<file path="config.mk">
export PLATFORM = sky130hd
export DESIGN_NAME = ex_mem_stage
export DESIGN_NICKNAME = d
export VERILOG_FILES = /design/src/rtl/ex_mem_stage.sv
export SDC_FILE = /design/constraint.sdc
export NUM_CORES = 1
export LEC_CHECK = 0
export ABC_CLOCK_PERIOD_IN_PS = 2000
export BUFFER_PORTS_ARGS = -buffer_cell sky130_fd_sc_hd__buf_4
export CAP_MARGIN = 10
export CORE_AREA = 5 5 167 89
export DETAILED_ROUTE_END_ITERATION = 8
export DIE_AREA = 0 0 172 94
export PLACE_DENSITY = 0.78
export SYNTH_ARGS = -nofsm -noshare
export SYNTH_HDL_FRONTEND = slang
export SYNTH_SLANG_ARGS = --single-unit
</file>
<file path="constraint.sdc">
create_clock -name clk_i -period 2 [get_ports clk_i]
set_clock_uncertainty 0.05 [all_clocks]
set_input_delay 0.5 -clock clk_i [delete_from_list [all_inputs] [get_ports clk_i]]
set_output_delay 0.5 -clock clk_i [all_outputs]
set_load 0.05 [all_outputs]
</file>
<file path="src/rtl/ex_mem_stage.sv">
// EX->MEM pipeline register with valid/ready handshake, 2-entry skid buffer and flush.
// Optional forwarding outputs are enabled by defining EX_MEM_FWD_EN.
module ex_mem_stage #(
  parameter int DATA_W  = 32,
  parameter int RADDR_W = 5,
  parameter int WB_W    = 2,
  parameter int MEM_W   = 2
) (
  input  logic               clk_i,
  input  logic               rst_i,
  input  logic               flush_i,
  input  logic               in_valid_i,
  output logic               in_ready_o,
  input  logic [WB_W-1:0]    wb_i,
  input  logic [MEM_W-1:0]   mem_i,
  input  logic [DATA_W-1:0]  alu_out_i,
  input  logic [DATA_W-1:0]  mem_wdata_i,
  input  logic [RADDR_W-1:0] rd_addr_i,
  output logic               out_valid_o,
  input  logic               out_ready_i,
  output logic [WB_W-1:0]    wb_o,
  output logic [DATA_W-1:0]  alu_out_o,
  output logic [DATA_W-1:0]  mem_wdata_o,
  output logic [RADDR_W-1:0] rd_addr_o,
  output logic               mem_write_o,
  output logic               mem_read_o
`ifdef EX_MEM_FWD_EN
  ,
  output logic               fwd_valid_o,
  output logic [RADDR_W-1:0] fwd_addr_o,
  output logic [DATA_W-1:0]  fwd_data_o
`endif
);

  typedef struct packed {
    logic [WB_W-1:0]    wb;
    logic [MEM_W-1:0]   mem;
    logic [DATA_W-1:0]  alu_out;
    logic [DATA_W-1:0]  mem_wdata;
    logic [RADDR_W-1:0] rd_addr;
  } payload_t;

  payload_t main_reg, main_next;
  payload_t skid_reg, skid_next;
  payload_t in_payload;
  logic     main_valid_reg, main_valid_next;
  logic     skid_valid_reg, skid_valid_next;
  logic     accept;
  logic     emit;

  assign in_payload = '{wb: wb_i, mem: mem_i, alu_out: alu_out_i,
                        mem_wdata: mem_wdata_i, rd_addr: rd_addr_i};

  // Ready depends only on held state so MEM back-pressure never loops back into EX.
  assign in_ready_o = !skid_valid_reg;
  assign accept     = in_valid_i & in_ready_o;
  assign emit       = main_valid_reg & out_ready_i;

  always_comb begin
    main_next       = main_reg;
    skid_next       = skid_reg;
    main_valid_next = main_valid_reg;
    skid_valid_next = skid_valid_reg;
    if (flush_i) begin
      main_valid_next = 1'b0;
      skid_valid_next = 1'b0;
    end else if (!main_valid_reg || emit) begin
      if (skid_valid_reg) begin
        main_next       = skid_reg;
        main_valid_next = 1'b1;
        if (accept) begin
          skid_next = in_payload;
        end else begin
          skid_valid_next = 1'b0;
        end
      end else if (accept) begin
        main_next       = in_payload;
        main_valid_next = 1'b1;
      end else begin
        main_valid_next = 1'b0;
      end
    end else if (accept) begin
      skid_next       = in_payload;
      skid_valid_next = 1'b1;
    end
  end

  always_ff @(posedge clk_i or negedge rst_i) begin
    if (!rst_i) begin
      main_reg       <= '0;
      skid_reg       <= '0;
      main_valid_reg <= 1'b0;
      skid_valid_reg <= 1'b0;
    end else begin
      main_reg       <= main_next;
      skid_reg       <= skid_next;
      main_valid_reg <= main_valid_next;
      skid_valid_reg <= skid_valid_next;
    end
  end

  assign out_valid_o = main_valid_reg;
  assign wb_o        = main_reg.wb;
  assign alu_out_o   = main_reg.alu_out;
  assign mem_wdata_o = main_reg.mem_wdata;
  assign rd_addr_o   = main_reg.rd_addr;
  // Bubbles must never reach the data memory as an access.
  assign mem_write_o = main_reg.mem[1] & main_valid_reg;
  assign mem_read_o  = main_reg.mem[0] & main_valid_reg;

`ifdef EX_MEM_FWD_EN
  // Address/data are zeroed when invalid so a flushed entry forwards nothing stale.
  assign fwd_valid_o = main_valid_reg & main_reg.wb[1];
  assign fwd_addr_o  = main_valid_reg ? main_reg.rd_addr : '0;
  assign fwd_data_o  = main_valid_reg ? main_reg.alu_out : '0;
`endif

endmodule

</file>
==> results_dict.tcl, run 1 <==
set metrics [dict create \
    capturing_element_type_of_the_critical_path "output port" \
    numCtsBuffers 17 \
    synth_sequential_area_ratio 0.534 \
    worstSkewPairLatency_ns 0.40 \
    tightestPinTransition_ns 0.497 \
    max-cap-violations 0 \
    yosys_warnings 0 \
    power.ir.vdd_worst_mv 0.561 \
    hold_viol 0 \
    synth_area_leaders "sky130_fd_sc_hd__dfrtp_1 53%, sky130_fd_sc_hd__mux2_2 35%, sky130_fd_sc_hd__buf_4 7.7%" \
    grt_pass1_wl_um 22600 \
    pin_count 153 \
    fraction_of_the_mapped_netlist_area_in_simple_logic_gates 0.00975 \
    cell_with_the_largest_stage_delay_on_the_worst_path "sky130_fd_sc_hd__dfrtp_4" \
    globalRouteOverflowTotal 0 \
    powerDensity_nw_per_um2 1160 \
    htree_num_levels 4 \
    layout-area-overhead-vs-synth_pct 22.1 \
    total_length_of_routed_wires_um 14100 \
    met2WireLength_um 6440 \
    hold_slack_ns 0.247 \
    post-route-period-util 0.978 \
    relative_slew_margins 0.669 \
    layout.cells.most_common "sky130_fd_sc_hd__mux2_2" \
    dieWidth_um 172 \
    area_of_the_die_um2 16200 \
    rsz0062_at_grt "no" \
    crit_path_required_time_ns 1.45 \
    worstPathCellList "buf_8 > inv_1 > buf_4" \
    final_util 0.640 \
    post_route_cells_drive_above_1_share 0.724 \
    globalplace.congestion 0.740 \
    syn_nets 549 \
    detailed_routed_wire_length_on_met3_um 1160 \
    cts-root-to-sink-buffers 2 \
    drcViolationCount 0 \
    fp-row-count 30 \
    synth.avg_cell_area_um2 14.7 \
    crit_arrival_ns 1.41 \
    ctsRootBufferMaster "sky130_fd_sc_hd__clkbuf_16" \
    starting_density_of_the_core 0.525 \
    crit-reg2reg-launch "out_valid_o" \
    route.detailed.vias_per_inst 5.14 \
    setup_viol_count_final 0 \
    slew_violations 0 \
    firstDrtPassIters 4 \
    outcome "completed" \
    synth_xor_area_frac 0 \
    max_freq_ghz 0.511 \
    most-common-layout-cells "217 x sky130_fd_sc_hd__mux2_2, 157 x sky130_fd_sc_hd__buf_4, 147 x sky130_fd_sc_hd__dfrtp_1" \
    chipHeight_um 94 \
    maxUsedRoutingLayer "met4" \
    ff2ff_setup_slack_ns 0.26 \
    synth-compound-area-share 0.000722 \
    ys_types 17 \
    synthMuxAreaShare 0.356 \
    largest_fanout_of_any_net_on_the_critical_path 30 \
    finalWorstPathRequiredPeriod_ns 1.96 \
    yosys.area.top_type "sky130_fd_sc_hd__dfrtp_1" \
    cts_tree "done" \
    holdCritPathClass "input port to flop" \
    setup.worst_path.end "in_ready_o" \
    timing.rr.end "mem_wdata_o[16]" \
    crit_path_max_incr_delay_ns 0.51 \
    number_of_standard_cells_after_synthesis 471 \
    synth_top_family_by_area "multiplexers" \
    number_of_antenna_violations_at_the_first_check_in_global_routing 0 \
    core_um2 13200 \
    timing.critical_path.depth 3 \
    leakage_nw 3.82 \
    tns_ns 0 \
    buffer_ports.inserted 152 \
    cts_sinks 148 \
    layout.nets 643 \
    largest_register_ffs 73 \
    cp_num_buf_inv 3 \
    yosys_register_bits 148 \
    gr-usage-all-layers 0.181 \
    wl_per_cell_um 18.7 \
    clk_pin_slew_ns 0.06 \
    route.antenna.remaining_nets 0 \
    synth_fa_ha_area_frac 0 \
    synth_area_um2 6930 \
    worstRegToRegCells 4 \
    grt_max_degree 52 \
    critical_path_class "flop to output port" \
    crit_start "skid_valid_reg" \
    drt-initial-drc-count 124 \
    startpoint_type "flop" \
    post-synth-top-area-fraction 0.534 \
    detailed_place_hpwl_um 10200 \
    met1Wirelength_um 6460 \
    first_global_vias 4212 \
    antenna_cells 0 \
    path_delay_family "flip-flops" \
    route.vias.total 3872 \
]
[kinds of logic after synthesis]
group	count (synthesis)
flops	148
mux	219
buf+inv	94
simple gates	9
compound gates	1
[cells in the mapped netlist]
cell and n:
sky130_fd_sc_hd__a21oi_1 1, sky130_fd_sc_hd__and2_1 2, sky130_fd_sc_hd__and2b_4 1, sky130_fd_sc_hd__buf_1 1, sky130_fd_sc_hd__buf_2 13, sky130_fd_sc_hd__buf_4 71, sky130_fd_sc_hd__buf_6 7, sky130_fd_sc_hd__clkbuf_1 1
sky130_fd_sc_hd__dfrtp_1 148, sky130_fd_sc_hd__inv_1 1, sky130_fd_sc_hd__mux2_1 2, sky130_fd_sc_hd__mux2_2 217, sky130_fd_sc_hd__nand2b_1 1, sky130_fd_sc_hd__nand3_2 1, sky130_fd_sc_hd__nor2_1 2, sky130_fd_sc_hd__nor3_1 1
sky130_fd_sc_hd__nor3_4 1
[power by group]
part           internal, mW  switching, mW  total [mW]
Combinational          1.07           1.50        2.57
Sequential             3.66          0.360        4.02
Clock                  2.03           1.22        3.26
Total                  6.76           3.08        9.84
[through the flow]
| step | setup WS, ns | instance area [µm²] | std cells | total power [mW] |
|---|---|---|---|---|
| 4_1_cts | 0.0310 | 8460 | 753 | 9.94 |
| 5_1_grt | 0.00622 | 8460 | 753 | 10.3 |
| 3_5_place_dp | 0.0900 | 7840 | 721 | 6.66 |
| 6_report | 0.0441 | 8460 | 753 | 9.84 |
| 2_1_floorplan | 0.0408 | 6930 | 471 | 6.12 |
| 3_3_place_gp | 0.116 | 7840 | 721 | 6.53 |
[worst min path at each step]
stage | depth (start not counted) | endpoint | from
after floorplan | 0 | alu_out_o[0] | rst_i
after global placement | 1 | alu_out_o[25] | rst_i
after detailed placement | 1 | alu_out_o[18] | rst_i
after CTS | 2 | out_valid_o | flush_i
after global routing | 2 | out_valid_o | flush_i
final | 2 | out_valid_o | flush_i
[metal layers]
layer	up-vias	track usage
met5	-	0
met4	0	0.0353
met3	7	0.0605
met2	106	0.274
met1	1991	0.256
li1	1768	-
[final cells by class]
type                            count  area [µm²]
Fill cell                         970        4750
Sequential cell                   148        3710
Multi-Input combinational cell    229        2550
Timing Repair Buffer              168        1380
Clock buffer                       20         457
Tap cell                          176         220
Clock inverter                     11         151
Inverter                            1        3.75
[repair_timing]
action	CTS	global route
setup endpoints to repair	1	0
setup buffers	0	0
resized for setup	2	0
endpoints found under the hold margin	1	0
hold buffers	1	0
(Power assumes the default switching activity.)
==> run 2, diff against run 1 <==
- BUFFER_PORTS_ARGS: -buffer_cell sky130_fd_sc_hd__buf_4 -> default
- DONT_BUFFER_PORTS: default -> 1
- PLACE_DENSITY: 0.78 -> 0.68
==> results_dict.tcl, run 2 (synthesized netlist as in run 1, its figures left out) <==
set metrics [dict create \
    outcome "finished with violations" \
    violations "hold timing" \
    fp-row-count 30 \
    route.vias.total 3247 \
    startpoint_type "flop" \
    powerDensity_nw_per_um2 1300 \
    dieWidth_um 172 \
    worstRegToRegCells 4 \
    htree_num_levels 4 \
    tns_ns 0 \
    globalplace.congestion 0.711 \
    number_of_antenna_violations_at_the_first_check_in_global_routing 0 \
    post_route_cells_drive_above_1_share 0.621 \
    timing.rr.end "skid_reg[66]" \
    cts-root-to-sink-buffers 2 \
    most-common-layout-cells "217 x sky130_fd_sc_hd__mux2_2, 147 x sky130_fd_sc_hd__dfrtp_1, 17 x sky130_fd_sc_hd__clkbuf_16" \
    hold_slack_ns -0.265 \
    holdCritPathClass "input port to asynchronous set/reset pin" \
    antenna_cells 0 \
    critical_path_class "flop to output port" \
    post-cts-setup-buffer-count 0 \
    leakage_nw 3.07 \
    tightestPinTransition_ns 0.535 \
    firstDrtPassIters 4 \
    numCtsBuffers 17 \
    slew_violations 0 \
    layout.nets 485 \
    capturing_element_type_of_the_critical_path "output port" \
    gr-usage-all-layers 0.165 \
    cts_sinks 148 \
    worstPathCellList "buf_12 > inv_1 > buf_6" \
    largest_fanout_of_any_net_on_the_critical_path 37 \
    crit-reg2reg-launch "skid_valid_reg" \
    buffer_ports.inserted 0 \
    layout.cells.most_common "sky130_fd_sc_hd__mux2_2" \
    core_um2 13200 \
    grt_pass1_wl_um 20500 \
    wl_per_cell_um 21.6 \
    max_freq_ghz 0.516 \
    rsz0062_at_grt "no" \
    first_global_vias 3751 \
    crit_path_required_time_ns 1.45 \
    setup.worst_path.end "in_ready_o" \
    path_delay_family "flip-flops" \
    cell_with_the_largest_stage_delay_on_the_worst_path "sky130_fd_sc_hd__dfrtp_4" \
    drt-initial-drc-count 145 \
    power.ir.vdd_worst_mv 0.579 \
    post-route-period-util 0.969 \
    timing.critical_path.depth 3 \
    total_power_mw 9.46 \
    crit_start "skid_valid_reg" \
    crit_path_max_incr_delay_ns 0.52 \
    globalRouteOverflowTotal 0 \
    layout-area-overhead-vs-synth_pct 5.22 \
    relative_slew_margins 0.643 \
    chipHeight_um 94 \
    area_of_the_die_um2 16200 \
    detailed_place_hpwl_um 8680 \
    drcViolationCount 0 \
    crit_arrival_ns 1.39 \
    hold_viol 148 \
    grt_max_degree 149 \
    worstSkewPairLatency_ns 0.40 \
    finalWorstPathRequiredPeriod_ns 1.94 \
    route.detailed.vias_per_inst 5.46 \
    route.antenna.remaining_nets 0 \
    ff2ff_setup_slack_ns 0.23 \
    total_length_of_routed_wires_um 12900 \
    cts_tree "done" \
    ctsRootBufferMaster "sky130_fd_sc_hd__clkbuf_16" \
    starting_density_of_the_core 0.525 \
    setup_viol_count_final 0 \
    max-cap-violations 0 \
    pin_count 153 \
    cp_num_buf_inv 3 \
    clk_pin_slew_ns 0.06 \
    largest_register_ffs 73 \
]
run 2: changes by cell type in the layout (fill, tap and decap cells not counted), sizes merged:
cell / delta
clkinv: +1
buf: -157
bufinv: +3
clkbuf: -1
dlygate4sd3: -1
clkinvlp: -3
run 2: how the worst min path moves through the flow:
stage               start  slack (ns)      endpoint  depth (start not counted)
finish              rst_i       -0.27  skid_reg[58]                          0
global route        rst_i       -0.29  skid_reg[58]                          0
CTS                 rst_i       -0.29  skid_reg[61]                          0
detailed placement  rst_i        0.16  skid_reg[61]                          0
global placement    rst_i        0.16  skid_reg[61]                          0
floorplan           rst_i        0.15  alu_out_o[0]                          0
run 2: per-stage QoR:
step                      setup slack, ns  instance area (µm²)   util  instances
after floorplan                    0.0408                 6930      -        471
after global placement              0.207                 6630  0.502        564
after detailed placement            0.178                 6630  0.502        564
after CTS                          0.0249                 7290  0.552        595
after global routing              0.00269                 7290  0.552        595
final                              0.0613                 7290  0.552        595
run 2: per-layer routing:
layer | routed length, µm | global-route usage | share of wire | up-vias
met4 | 57 | 0.0451 | 0.0044 | 0
met5 | 0 | 0 | 0 | -
met1 | 5180 | 0.197 | 0.40 | 1694
met3 | 1640 | 0.0950 | 0.13 | 5
met2 | 5970 | 0.256 | 0.46 | 93
li1 | - | - | - | 1455
run 2: final cells by class:
type,instances,area (µm²)
fillers,1033,5920
flip-flops and latches,148,3710
multi-input cells,229,2550
clock buffers,19,433
clock inverters,12,228
well taps,176,220
repair buffers,10,154
inverters,1,3.75
run 2: timing repair:
action                                 CTS  global route
setup endpoints to repair                0             1
endpoints found under the hold margin  148           148
gates resized for setup                  0             1
run 2: report_power, final:
group          switching (mW)  internal [mW]
Sequential               1.39           3.64
Clock                    1.20           2.34
Combinational           0.277          0.614
